`config.mk`:
```
export PLATFORM = sky130hd
export DESIGN_NAME = mul_seq_ctrl_flat
export DESIGN_NICKNAME = d
export VERILOG_FILES = /design/src/rtl/mul_seq_ctrl_if.sv /design/src/rtl/mul_seq_ctrl.sv /design/src/flat_wrapper.sv
export SDC_FILE = /design/constraint.sdc
export NUM_CORES = 1
export LEC_CHECK = 0
export CORE_MARGIN = 5
export CORE_UTILIZATION = 42
export CTS_BUF_LIST = sky130_fd_sc_hd__clkbuf_4 sky130_fd_sc_hd__clkbuf_8
export CTS_CLUSTER_SIZE = 40
export DETAILED_ROUTE_END_ITERATION = 10
export MAX_ROUTING_LAYER = met4
export PLACE_DENSITY = 0.66
export SLEW_MARGIN = 15
export SYNTH_ARGS = -nofsm -noshare
export SYNTH_HDL_FRONTEND = slang
export SYNTH_SLANG_ARGS = --single-unit
export TNS_END_PERCENT = 1
```
`constraint.sdc`:
```
create_clock -name clk_i -period 2.7 [get_ports clk_i]
set_input_delay 0.54 -clock clk_i [delete_from_list [all_inputs] [get_ports clk_i]]
set_output_delay 0.54 -clock clk_i [all_outputs]
set_load 0.05 [all_outputs]
```
`src/rtl/mul_seq_ctrl_if.sv`:
```
// EX-stage hookup of the MUL sequencer: operands and control from the pipeline,
// and the stall/result returned to it.
interface mul_seq_ctrl_if #(
  parameter int WIDTH = 32
);
  logic             valid_i;
  logic [3:0]       ALUCtrl_i;
  logic [WIDTH-1:0] src1_i;
  logic [WIDTH-1:0] src2_i;
  logic             flush_i;
  logic             stall_o;
  logic [WIDTH-1:0] result_o;
  logic             result_valid_o;

  modport master (
    output valid_i, ALUCtrl_i, src1_i, src2_i, flush_i,
    input  stall_o, result_o, result_valid_o
  );

  modport slave (
    input  valid_i, ALUCtrl_i, src1_i, src2_i, flush_i,
    output stall_o, result_o, result_valid_o
  );
endinterface

```
`src/rtl/mul_seq_ctrl.sv`:
```
// Iterative shift-add MUL sequencer: stalls the pipeline one cycle per multiplier
// bit, then presents the low WIDTH product bits for a single cycle.
module mul_seq_ctrl #(
  parameter int WIDTH      = 32,
  parameter bit EARLY_TERM = 1'b1
) (
  input  logic           clk_i,
  input  logic           rst_i,
  mul_seq_ctrl_if.slave  bus
);

  typedef enum logic [1:0] {S_IDLE, S_BUSY, S_DONE} state_t;

  localparam logic [3:0]    ALU_MUL  = 4'b0011;
  localparam int            CW       = (WIDTH > 1) ? $clog2(WIDTH) : 1;
  localparam logic [CW-1:0] CNT_LAST = CW'(WIDTH - 1);

  state_t           r_state;
  logic [WIDTH-1:0] r_acc;
  logic [WIDTH-1:0] r_mcand;
  logic [WIDTH-1:0] r_mplr;
  logic [CW-1:0]    r_cnt;
  logic [WIDTH-1:0] r_result;
  logic             r_result_valid;

  logic             w_start;
  logic             w_last;
  logic [WIDTH-1:0] w_acc_nxt;

  // Gated by reset so stall is forced low while reset is held, even with a MUL in EX.
  assign w_start   = rst_i & bus.valid_i & (bus.ALUCtrl_i == ALU_MUL) & ~bus.flush_i;
  assign w_acc_nxt = r_mplr[0] ? (r_acc + r_mcand) : r_acc;
  assign w_last    = (r_cnt == CNT_LAST) ||
                     (EARLY_TERM && (r_mplr[WIDTH-1:1] == '0));

  always_ff @(posedge clk_i or negedge rst_i) begin
    if (!rst_i) begin
      r_state        <= S_IDLE;
      r_acc          <= '0;
      r_mcand        <= '0;
      r_mplr         <= '0;
      r_cnt          <= '0;
      r_result       <= '0;
      r_result_valid <= 1'b0;
    end else begin
      case (r_state)
        S_IDLE: begin
          r_result_valid <= 1'b0;
          if (w_start) begin
            r_mcand <= bus.src1_i;
            r_mplr  <= bus.src2_i;
            r_acc   <= '0;
            r_cnt   <= '0;
            r_state <= S_BUSY;
          end
        end
        S_BUSY: begin
          if (bus.flush_i) begin
            r_state <= S_IDLE;
          end else begin
            r_acc   <= w_acc_nxt;
            r_mcand <= r_mcand << 1;
            r_mplr  <= r_mplr >> 1;
            r_cnt   <= r_cnt + 1'b1;
            if (w_last) begin
              r_state        <= S_DONE;
              r_result       <= w_acc_nxt;
              r_result_valid <= 1'b1;
            end
          end
        end
        S_DONE: begin
          r_state        <= S_IDLE;
          r_result_valid <= 1'b0;
        end
        default: begin
          r_state        <= S_IDLE;
          r_result_valid <= 1'b0;
        end
      endcase
    end
  end

  assign bus.stall_o        = (r_state == S_BUSY) | ((r_state == S_IDLE) & w_start);
  assign bus.result_o       = r_result;
  assign bus.result_valid_o = r_result_valid;

endmodule

```
`src/flat_wrapper.sv`:
```
// flat-port wrapper written by rule: the top's interface ports become plain ports
module mul_seq_ctrl_flat 
#(
  parameter int WIDTH      = 32,
  parameter bit EARLY_TERM = 1'b1
)
  (clk_i, rst_i, bus_valid_i, bus_ALUCtrl_i, bus_src1_i, bus_src2_i, bus_flush_i, bus_stall_o, bus_result_o, bus_result_valid_o);
  mul_seq_ctrl_if #(.WIDTH(WIDTH)) bus_i ();
  input  logic clk_i;
  input  logic rst_i;
  input wire logic [$bits(bus_i.valid_i)-1:0] bus_valid_i;
  input wire logic [$bits(bus_i.ALUCtrl_i)-1:0] bus_ALUCtrl_i;
  input wire logic [$bits(bus_i.src1_i)-1:0] bus_src1_i;
  input wire logic [$bits(bus_i.src2_i)-1:0] bus_src2_i;
  input wire logic [$bits(bus_i.flush_i)-1:0] bus_flush_i;
  output wire logic [$bits(bus_i.stall_o)-1:0] bus_stall_o;
  output wire logic [$bits(bus_i.result_o)-1:0] bus_result_o;
  output wire logic [$bits(bus_i.result_valid_o)-1:0] bus_result_valid_o;
  assign bus_i.valid_i = bus_valid_i;
  assign bus_i.ALUCtrl_i = bus_ALUCtrl_i;
  assign bus_i.src1_i = bus_src1_i;
  assign bus_i.src2_i = bus_src2_i;
  assign bus_i.flush_i = bus_flush_i;
  assign bus_stall_o = bus_i.stall_o;
  assign bus_result_o = bus_i.result_o;
  assign bus_result_valid_o = bus_i.result_valid_o;
  mul_seq_ctrl #(.WIDTH(WIDTH), .EARLY_TERM(EARLY_TERM)) u_core (.clk_i(clk_i), .rst_i(rst_i), .bus(bus_i));
endmodule
```
==> reports/qor.txt <==
Status -> complete, no violations
Avg Vias per Cell -> 5.51
Max Fclk -> 372 MHz
DRT antenna net count -> 0
Vias in the first global route -> 6888
Final wirelength -> 21100 um
CP max FO -> 4
Post-Syn Area -> 7640 sq um
Power, Total -> 5230 uW
CTS Hold Bufs -> 0
Worst setup slack after layout -> 0.00844 ns
Slew Limit Fails -> 0
Multi-input logic area -> 4110 sq um
Register bit total from synthesis -> 136
Clock Sinks -> 136
Actual slew at the worst max-slew pin -> 0.849 ns
Max cap viols -> 0
Final setup fails -> 0
Die Footprint -> 21000 sq um
Total congestion overflow -> 0
Worst Path Required -> 3.09 ns
Worst-Skew Late Latency -> 0.46 ns
Sw Ratio -> 30.0%
Final Hold Vio Count -> 0
CTS Buf Count -> 17
Initial antenna violation count -> 0
Root buf cell -> clkbuf_8
CP endpoint kind -> flip-flop
Sequential fraction of design power -> 46.3%
Fin crit period -> 2.69 ns
Sum Neg Setup Slack -> 0 ns
Fill cells -> 1623
DR vias -> 6779
Initial drt markers -> 434
CP Class -> flip-flop to flip-flop
DR WL/cell -> 17.2 um
Finished Cell Area -> 9950 sq um
Post-route clock period utilization -> 99.7%
Ports -> 106
Hpwl dp -> 14300 um
P&R area growth vs syn -> 30.2%
Yosys top cell by area -> dfrtp_1
CP Launch Type -> flip-flop
N_diodes -> 0
Synthesized Nets -> 952
Die W -> 145 um
Layout cells sized above 1 -> 15.3%
Hold_ws -> 0.156 ns
Drt pass-1 iters -> 5
Largest net degree at the start of global routing -> 137
NumNets Final -> 1094
Ys flop type -> dfrtp_1
NetSw -> 1570 uW
DRC viols -> 0
Clock power frac -> 35.3%
Core Region -> 18000 sq um
Fraction of registers with async set/reset -> 100%
Top cells by area, synth -> dfrtp_1 (45%), nand2_1 (10%), ha_1 (5.4%), a22oi_1 (4.6%), o21ai_0 (4.3%)
# rows -> 49
Combinational Power Share -> 18.4%
Power Internal -> 3660 uW
FF/Latch Area -> 3400 sq um
Synth top area share -> 44.5%
GP Congestion -> 0.884
Setup WS pre-CTS -> -0.134 ns
Crit path arrival time -> 3.08 ns
Leak -> 0.00461 uW
Yosys warnings -> 0
DP Area -> 9350 sq um
CTS tree -> built
Yosys cell types -> 64
Worst Hold Class -> input pin to async pin
Overall global routing resource usage -> 20.7%
Slew headroom -> 43.4%
Chip height -> 145 um
RSZ-0062 raised after global routing -> true
Worst IR Drop VDD -> 330 uV
Clock Pin Slew Worst Setup and Hold Paths -> 0.09 ns
EDFF count, synth -> 0
CTS max path bufs -> 2
Final worst clock skew -> 0.0137 ns
Max H-tree Level -> 4
Sequential share of the synthesized area -> 44.5%
First-pass GRT wire length -> 35100 um
Pwr Density -> 526 nW/um^2
Mapped Avg Cell Area -> 9.03 sq um
Port-buffer cells -> 105
Initial Util -> 42.6%
Synth Instances -> 846
Yosys cell counts (all sizes together), types with 10 or more instances:
library cell and n:
nand2 203, dfrtp 136, o21ai 73, a22oi 47
a21oi 46, clkbuf 46, ha 33, mux2i 26
nor2 23, o22ai 21, nand4 18, xnor2 17
a21o 16, and3 14, xor2 12, inv 10
metal layers:
metal | routed length, um | up-vias | track usage (%)
met4 | 182 | 0 | 5.04
met5 | 0 | - | -
met3 | 1170 | 23 | 4.93
met2 | 9960 | 167 | 32.0
met1 | 9820 | 3264 | 27.8
li1 | - | 3325 | -
final cells by class:
cell class / count / share of cell area [%]
well taps: 229 / 2.88
flip-flops and latches: 136 / 34.2
clock buffers: 19 / 2.63
repair buffers: 179 / 16.9
clock inverters: 13 / 1.70
inverters: 11 / 0.415
multi-input cells: 643 / 41.3
power groups by stage:
stage | clock network (uW) | logic (uW) | registers, uW
floorplan | 0 | 526 | 2410
global placement | 0 | 921 | 2450
detailed placement | 0 | 935 | 2450
CTS | 1890 | 958 | 2420
global route | 1980 | 1080 | 2450
finish | 1850 | 963 | 2420
sequential cells by signal, indices dropped and copies added (netlist names):
signal,cells
u_core.bus.result_o,32
u_core.r_mcand,32
u_core.r_acc,32
u_core.bus.result_valid_o,1
u_core.r_mplr,32
u_core.r_state,2
u_core.r_cnt,5
worst max-delay path, stage by stage, from the launching register on:
cell	delay, ns
dfrtp_1	0.41
ha_1	0.31
and2_4	0.18
a221oi_2	0.26
buf_4	0.19
a2111oi_4	0.07
o21ai_2	0.19
a21oi_2	0.10
o221ai_2	0.18
mux2_4	0.34
or3_1	0.30
o21ai_1	0.08
stage by stage:
stage / utilization [%] / std cells
6_report: 55.4 / 1230
2_1_floorplan: - / 846
3_5_place_dp: 52.0 / 1192
5_1_grt: 55.4 / 1230
4_1_cts: 55.0 / 1227
3_3_place_gp: 52.0 / 1192
cell usage in the layout (no fill, tap or decap), types with 8 or more instances in the layout:
cell             instances
nand2_1                203
dfrtp_1                136
clkdlybuf4s50_1        103
buf_4                   69
o21ai_0                 61
a22oi_1                 47
a21oi_1                 37
ha_1                    27
mux2i_1                 26
nor2_1                  22
o22ai_1                 21
clkbuf_8                19
nand4_1                 17
xnor2_1                 17
a21o_1                  15
and3_1                  14
xor2_1                  12
inv_1                   10
nor4_1                   8
o21ai_1                  8
path summary, 6_finish.rpt:
check                                                    from                                 end  slack, ns  cells after the start
max                             u_core.r_mcand[3]$_DFFE_PN0P_        u_core.r_acc[31]$_DFFE_PN0P_      0.008                     11
min                                                     rst_i  u_core.bus.result_o[8]$_DFFE_PN0P_       0.16                      2
max reg2reg                     u_core.r_mcand[3]$_DFFE_PN0P_        u_core.r_acc[31]$_DFFE_PN0P_      0.008                     11
min reg2reg                u_core.bus.result_o[0]$_DFFE_PN0P_  u_core.bus.result_o[0]$_DFFE_PN0P_       0.49                      2
max in group asynchronous                               rst_i  u_core.bus.result_o[0]$_DFFE_PN0P_       1.83                      2
min in group clk_i         u_core.bus.result_o[0]$_DFFE_PN0P_  u_core.bus.result_o[0]$_DFFE_PN0P_       0.49                      2
repair_timing:
| action | CTS | global route |
|---|---|---|
| setup buffers | 3 | 3 |
| cloned | 0 | 0 |
| gates resized for setup | 12 | 15 |
| pin swaps | 9 | 8 |
| endpoints found under the setup margin | 19 | 35 |
cells by family (layout without fill, tap and decap cells):
group / after synthesis / in the layout / share of synthesized area (%)
buf+inv: 67 / 222 / 3.76
xor+xnor: 29 / 29 / 3.32
mux: 31 / 31 / 4.19
fa+ha+maj: 34 / 34 / 5.66
flops: 136 / 136 / 44.5
simple gates: 303 / 303 / 17.4
compound gates: 246 / 246 / 21.1
No activity file was read; power rests on OpenSTA's default activity.
